### src/rtl/bridge_pkg.sv
// bridge_pkg: states, ASCII codes and hex helpers shared by bridge_rx and bridge_tx.
package bridge_pkg;

    localparam logic [1:0] ST_IDLE  = 2'd0;
    localparam logic [1:0] ST_READ  = 2'd1;
    localparam logic [1:0] ST_WRITE = 2'd2;

    typedef enum logic [1:0] {
        IDLE  = ST_IDLE,
        READ  = ST_READ,
        WRITE = ST_WRITE
    } state_t;

    localparam logic [7:0] ASCII_R  = 8'h52;
    localparam logic [7:0] ASCII_W  = 8'h57;
    localparam logic [7:0] ASCII_CR = 8'h0D;
    localparam logic [7:0] ASCII_LF = 8'h0A;

    localparam logic [3:0] RD_NIBBLES = 4'd4;
    localparam logic [3:0] WR_NIBBLES = 4'd8;

    function automatic logic is_hex(input logic [7:0] c);
        return (c >= 8'h30 && c <= 8'h39) ||
               (c >= 8'h41 && c <= 8'h46) ||
               (c >= 8'h61 && c <= 8'h66);
    endfunction

    // Letters have bit 6 set and low nibble 1..6, so adding 9 gives 10..15.
    function automatic logic [3:0] hex_to_nibble(input logic [7:0] c);
        return c[3:0] + (c[6] ? 4'd9 : 4'd0);
    endfunction

endpackage

### src/rtl/bridge_rx.sv
// bridge_rx: parses ASCII "Raaaa"/"Waaaadddd" + CR/LF into one-cycle 16-bit bus transactions.
// Optional idle timeout on partial messages is enabled by defining BRIDGE_RX_TIMEOUT_EN.
module bridge_rx
    import bridge_pkg::*;
#(
    parameter int unsigned TIMEOUT_CYCLES = 1000
) (
    input  logic        clk,
    input  logic        rst_n,
    input  logic [7:0]  data_i,
    input  logic        valid_i,
    output logic [15:0] addr_o,
    output logic [15:0] data_o,
    output logic        rw_o,
    output logic        valid_o
);

    state_t      state;
    logic [3:0]  nib_cnt;
    logic [31:0] shift_buf;
    logic [3:0]  need;
    logic        is_term;

    assign need    = (state == WRITE) ? WR_NIBBLES : RD_NIBBLES;
    assign is_term = (data_i == ASCII_CR) || (data_i == ASCII_LF);

`ifdef BRIDGE_RX_TIMEOUT_EN
    localparam logic [15:0] TIMEOUT_LIM = 16'(TIMEOUT_CYCLES);
    logic [15:0] idle_cnt;
`else
    // TIMEOUT_CYCLES has no effect without the idle counter.
    if (TIMEOUT_CYCLES == 0) begin : g_timeout_unused
    end
`endif

    always_ff @(posedge clk or negedge rst_n) begin
        if (!rst_n) begin
            state     <= IDLE;
            nib_cnt   <= '0;
            shift_buf <= '0;
            addr_o    <= '0;
            data_o    <= '0;
            rw_o      <= 1'b0;
            valid_o   <= 1'b0;
`ifdef BRIDGE_RX_TIMEOUT_EN
            idle_cnt  <= '0;
`endif
        end else begin
            valid_o <= 1'b0;
            if (valid_i) begin
`ifdef BRIDGE_RX_TIMEOUT_EN
                idle_cnt <= '0;
`endif
                // R/W always opens a fresh message, even mid-message (resync).
                if (data_i == ASCII_R || data_i == ASCII_W) begin
                    state     <= (data_i == ASCII_R) ? READ : WRITE;
                    nib_cnt   <= '0;
                    shift_buf <= '0;
                end else if (state != IDLE) begin
                    if (is_term) begin
                        if (nib_cnt == need) begin
                            valid_o <= 1'b1;
                            rw_o    <= (state == WRITE);
                            if (state == WRITE) begin
                                addr_o <= shift_buf[31:16];
                                data_o <= shift_buf[15:0];
                            end else begin
                                addr_o <= shift_buf[15:0];
                                data_o <= '0;
                            end
                        end
                        state     <= IDLE;
                        nib_cnt   <= '0;
                        shift_buf <= '0;
                    end else if (is_hex(data_i) && nib_cnt != need) begin
                        shift_buf <= {shift_buf[27:0], hex_to_nibble(data_i)};
                        nib_cnt   <= nib_cnt + 4'd1;
                    end else begin
                        state     <= IDLE;
                        nib_cnt   <= '0;
                        shift_buf <= '0;
                    end
                end
            end
`ifdef BRIDGE_RX_TIMEOUT_EN
            else if (state != IDLE) begin
                idle_cnt <= idle_cnt + 16'd1;
                if (idle_cnt + 16'd1 == TIMEOUT_LIM) begin
                    state     <= IDLE;
                    nib_cnt   <= '0;
                    shift_buf <= '0;
                    idle_cnt  <= '0;
                end
            end else begin
                idle_cnt <= '0;
            end
`endif
        end
    end

endmodule
### config.mk
export PLATFORM = sky130hd
export DESIGN_NAME = bridge_rx
export DESIGN_NICKNAME = d
export VERILOG_FILES = /design/src/rtl/bridge_pkg.sv /design/src/rtl/bridge_rx.sv
export SDC_FILE = /design/constraint.sdc
export NUM_CORES = 1
export LEC_CHECK = 0
export CAP_MARGIN = 5
export CORE_AREA = 2 2 111 113
export CTS_CLUSTER_DIAMETER = 30
export DETAILED_ROUTE_END_ITERATION = 8
export DIE_AREA = 0 0 113 115
export GPL_TIMING_DRIVEN = 0
export HOLD_SLACK_MARGIN = 0.08
export PLACE_DENSITY_LB_ADDON = 0.15
export SYNTH_ARGS = -nofsm -noshare
export SYNTH_HDL_FRONTEND = slang
export SYNTH_SLANG_ARGS = --single-unit
### constraint.sdc
create_clock -name clk -period 4.4 [get_ports clk]
set_input_delay 0.88 -clock clk [delete_from_list [all_inputs] [get_ports clk]]
set_output_delay 0.88 -clock clk [all_outputs]
set_load 0.01 [all_outputs]
# Yosys cells after proc, flatten, opt, wreduce, memory -nomap -nowiden
# Cells that the tools add are included.
classes:
  n_addsub: 2
  magnitude_cmp: 6
  n_eq_ne: 8
  n_mux: 22
  n_bitwise: 1
  n_reduce_logical: 13
ops:
  columns: ["operator", "n"]
  rows:
  - ["two-way mux 32 bit", 4]
  - ["two-way mux 16 bit", 2]
  - ["two-way mux 4 bit", 6]
  - ["== test 8 x 4 -> 1 bit, second input constant", 2]
  - ["== test 8 x 7 -> 1 bit, second input constant", 2]
  - [">= comparator 8 x 7 -> 1 bit, second input constant", 2]
  - ["less-or-equal comparator 8 x 7 -> 1 bit, second input constant", 2]
  - ["two-way mux 2 bit", 5]
  - [">= comparator 8 x 6 -> 1 bit, second input constant", 1]
  - ["less-or-equal comparator 8 x 6 -> 1 bit, second input constant", 1]
  - ["two-way mux 1 bit", 5]
  - ["AND reduction 5 bit", 1]
  - ["adder 4 x 1 -> 4 bit, second input constant", 1]
  - ["adder 4 bit", 1]
  - ["== test 4 bit", 1]
  - ["logical AND 1 bit", 4]
  - ["logical OR 1 bit", 4]
  - ["!= test 4 bit", 1]
  - ["nonzero test 2 bit", 2]
  - ["!= test 3 bit, second input constant", 1]
  - ["AND reduction 3 bit", 1]
  - ["== test 2 bit, second input constant", 1]
  - ["AND reduction 2 bit", 1]
  - ["inverter 1 bit", 1]
totals:
  ff_bits: 72
  in_bits: 11
  out_inout_bits: 34
  wordCells: 59

# Logic depth before layout (Yosys ltp)
logic_depth:
  word_depth: 9
  ltp_mapped: 8
  depth_no_buf: 6

# Worst setup path after synthesis
# No wires, ideal clock.
synth_timing:
  path_type: "in2reg"
  from: "input port data_i[2]"
  to: "register shift_buf[10]"
  setup_ns: 0.074
  t_arrival_ns: 2.049
  t_required_ns: 4.326
  setup_slack_ns: 2.277
  stages: 8
  path_buffers: 3
  cell_sequence: "buf_6 o21a_1 nor2_1 o221ai_2 or2_1 buf_6 buf_6 o21ai_2"
synth_via:
  elab_chain_cells: 9
  word_cells_on_any_way: 24
  classes_between: "order compare (6); eq/ne (4); mux (4); reduce/logical (10)"
synth_rtl:
  columns: ["element", "line", "source"]
  rows:
  - ["start: declaration", "bridge_rx.sv:10", "input logic [7:0] data_i,"]
  - [">= comparator 8 x 6 -> 1 bit, or another cell as far along", "bridge_pkg.sv:23", "return (c >= 8'h30 && c <= 8'h39) ||"]
  - ["logical AND 1 bit (on tied branches)", "bridge_pkg.sv:23, bridge_pkg.sv:24", null]
  - ["logical OR 1 bit", "bridge_pkg.sv:23", null]
  - ["logical OR 1 bit", "bridge_pkg.sv:24", "(c >= 8'h41 && c <= 8'h46) ||"]
  - ["logical AND 1 bit", "bridge_rx.sv:75", "end else if (is_hex(data_i) && nib_cnt != need) begin"]
  - ["two-way mux 32 bit", "bridge_rx.sv:75", null]
  - ["two-way mux 32 bit", "bridge_rx.sv:60", "if (is_term) begin"]
  - ["two-way mux 32 bit", "bridge_rx.sv:59", "end else if (state != IDLE) begin"]
  - ["two-way mux 32 bit", "bridge_rx.sv:55", "if (data_i == ASCII_R || data_i == ASCII_W) begin"]
  - ["end signal: assignment", "bridge_rx.sv:76", "shift_buf <= {shift_buf[27:0], hex_to_nibble(data_i)};"]
  - ["end: declaration", "bridge_rx.sv:20", "logic [31:0] shift_buf;"]
# Parallel ways exist; a longest one is shown, timed or not. The select of a mux whose other input is x is not followed.
# A chain may end at the register's enable or synchronous reset.

# Worst setup path after layout
layout_timing:
  from: "input port data_i[6]"
  to: "register data_o[5]"
layout_via:
  elab_chain_cells: 4
  word_cells_on_any_way: 8
  classes_between: "eq/ne (4); bitwise (1); reduce/logical (3)"
layout_rtl:
  columns: ["element", "line", "source"]
  rows:
  - ["== test 8 x 7 -> 1 bit", "bridge_rx.sv:55", null]
  - ["logical OR 1 bit", "bridge_rx.sv:55", null]
  - ["inverter 1 bit (no source line)", null, null]
  - ["AND reduction 5 bit (no source line) (*)", null, null]
  - ["end signal: assignment", "bridge_rx.sv:66", "data_o <= shift_buf[15:0];"]
  - ["end: declaration", "bridge_rx.sv:13", "output logic [15:0] data_o,"]
# Every way passes the cells marked *; elsewhere a longest branch is shown, timed or not.

==> flow_metrics.py <==
metrics = {
    "clock_tree": {
        "cts_buffer_depth": 2,
        "clk_latency_ns": 0.33,
        "cts_tree": "done",
        "clockRootBuffer": "clkbuf_16",
        "cts-buffers-inserted": 9,
        "post-cts-setup-buffer-count": 0,
        "h-tree-depth": 3,
        "cts.reportedPaths.clkPinSlew_ns": 0.06,
        "ctsHoldBuffers": 0,
        "cts.sinks": 72,
        "cts_resized": 0,
    },
    "floorplanning": {
        "initial_core_util": 0.292,
        "die-area_um2": 13000,
        "die_h_um": 115,
        "chipWidth_um": 113,
        "core-area_um2": 11800,
        "num_rows": 40,
        "ios": 45,
    },
    "pwr": {
        "vdd.ir_drop.worst_mv": 0.166,
        "powerDensity_nw_per_um2": 325,
        "power.total_mw": 1.42,
        "p_leak_nw": 1.85,
    },
    "global_route": {
        "antenna_found_initial": 0,
        "grt_pass1_wl_um": 14400,
        "grt_max_degree": 40,
        "grt-ovfl-total": 0,
        "grt_use_total": 0.145,
        "grt_pass1_vias": 2561,
    },
    "logic_synthesis": {
        "yosys-top-cells-area": "dfrtp_1, nand2_1, o21ai_2, mux2i_1, o21ai_1",
        "yosys.cell_types.count": 39,
        "yosysWarnings": 0,
        "syn_area_um2": 3450,
        "synth_top_area_share": 0.522,
        "syn_avg_cell_area_um2": 9.94,
        "ys_ff_latch": 72,
        "syn_inst": 347,
        "ys_seq_area_frac": 0.522,
        "yosysTopAreaCell": "dfrtp_1",
        "synthesis.nets": 362,
    },
    "drt": {
        "ant_nets": 0,
        "vias_per_cell": 4.74,
        "routed_wirelength_um": 8640,
        "drc": 1,
        "wl_per_cell_um": 15.6,
        "drtIter0Drc": 121,
        "vias": 2625,
        "drtPass1Iterations": 6,
    },
    "run_status": {
        "violations": "DRC",
        "status": "complete, but fails checks",
    },
    "final_layout": {
        "fin_util": 0.369,
        "final_cell_area_um2": 4360,
        "fin_cells": 554,
        "fin_nets": 417,
        "n_antenna_cell": 0,
        "area_growth_pct": 26.3,
        "final_layout_size_suffix_gt1_frac": 0.174,
    },
    "timing": {
        "maxSlewHeadroom": 0.611,
        "setup_viol": 0,
        "timing.hold.ws_ns": 0.493,
        "post-route-min-period_ns": 2.64,
        "rsz0062_at_grt": "false",
        "drv_slew": 0,
        "fin_skew_ns": 0.00865,
        "tightest_slew_ns": 0.583,
        "finalHoldViolCount": 0,
        "clock.fmax_mhz": 379,
        "timing.final.crit_share": 0.600,
    },
    "place": {
        "dp_hpwl_um": 6160,
        "placed_area_um2": 4080,
        "portBuffers": 43,
        "dpl.cell_count": 538,
        "gp_congestion": 0.786,
    },
    "setup_path": {
        "worstSetupPathType": "input pin to register",
        "endpoint_kind": "register",
        "path_max_fanout": 10,
        "crit_path_start_kind": "input pin",
        "arrival_ns": 2.84,
        "required_ns": 4.60,
    },
    "min_path": {
        "min-delay-path-class": "input pin to asynchronous set/reset pin",
    },
    "flow_run": {
        "drv_cap": 0,
    },
}
cells by family after synthesis:
family,after synthesis,share of synthesized area
DFF,72,0.522
and+or+nand+nor,126,0.169
AOI/OAI and AO/OA,81,0.169
muxes,18,0.0530
adders and majority gates,4,0.0145
xor gates and xnor gates,4,0.0102
buffers and inverters,42,0.0624
cells in the mapped netlist, drive strengths merged:
master and n:
nor2b 2, and4bb 1, clkbuf 7, nor4 1, buf 15, o21ai 49
xnor2 4, nor4bb 1, or2 1, nor3b 2, mux2i 16, nand2 70
nor3 2, a41oi 1, dfrtp 72, and3b 2, nand2b 3, o221ai 1
o2bb2ai 2, o211ai 1, a41o 1, nand3 20, inv 20, o31ai 3
a21oi 20, ha 4, o22ai 1, nand3b 2, mux2 2, nor2 19
o21a 2
sequential cells by signal, indices dropped and copies added (netlist names):
name	cells
shift_buf	32
addr_o	16
data_o	16
nib_cnt	4
state	2
rw_o	1
valid_o	1
layer usage:
layer	vias to the layer above	global-route usage	share of wire
met5	-	0	0
met4	0	0.0463	0.013
met3	8	0.0327	0.050
met2	71	0.214	0.45
met1	1266	0.210	0.49
li1	1280	-	-
worst paths after layout:
kind / from / end / slack, ns / cells after the start
setup / recovery: data_i[6] / data_o[5]$_DFFE_PN0P_ / 1.76 / 6
hold / removal: rst_n / data_o[10]$_DFFE_PN0P_ / 0.49 / 1
setup reg to reg: state[1]$_DFFE_PN0P_ / shift_buf[19]$_DFFE_PN0P_ / 2.53 / 5
hold reg to reg: shift_buf[28]$_DFFE_PN0P_ / shift_buf[28]$_DFFE_PN0P_ / 0.49 / 2
max in group asynchronous: rst_n / nib_cnt[2]$_DFFE_PN0P_ / 3.33 / 2
min in group clk: shift_buf[28]$_DFFE_PN0P_ / shift_buf[28]$_DFFE_PN0P_ / 0.49 / 2
where the power goes:
| group | internal [mW] | switching, mW | leakage, nW |
|---|---|---|---|
| registers | 0.666 | 0.00463 | 0.919 |
| logic | 0.0283 | 0.0452 | 0.802 |
| clock network | 0.383 | 0.288 | 0.129 |
through the flow:
stage	worst slack, ns	setup TNS (ns)
6_report	1.76	0
5_1_grt	1.52	0
4_1_cts	1.77	0
3_5_place_dp	1.42	0
3_3_place_gp	-0.183	-12.97
2_1_floorplan	2.28	0
cell type report:
type                            count  area (um2)
Fill cell                        1210        7450
Sequential cell                    72        1800
Multi-Input combinational cell    233        1430
Timing Repair Buffer               44         448
Clock buffer                       10         229
Tap cell                          147         184
Buffer                             22         140
Inverter                           20        75.1
Clock inverter                      6        46.3
layout by cell type (no fill, tap or decap), drive strengths merged:
cell type and n:
nor4 1, mux2 2, o2bb2ai 2, o22ai 1, a41oi 1, and4bb 1
nor4bb 1, nand3b 2, buf 17, nand3 20, inv 20, nor2 19
and3b 2, xnor2 4, o21a 2, clkinvlp 2, o211ai 1, mux2i 16
nand2b 3, clkbuf 17, clkdlybuf4s50 42, ha 4, nor2b 2, or2 1
clkinv 4, nor3 2, o221ai 1, a21oi 20, nor3b 2, nand2 70
a41o 1, o31ai 3, dfrtp 72, o21ai 49
critical path, stage by stage:
cell and delay [ns]:
clkdlybuf4s50_1 0.52, nor4_1 0.37, o211ai_1 0.18, nor3_2 0.29
clkbuf_1 0.48, o21ai_1 0.12
No activity file was read; power rests on OpenSTA's default activity.
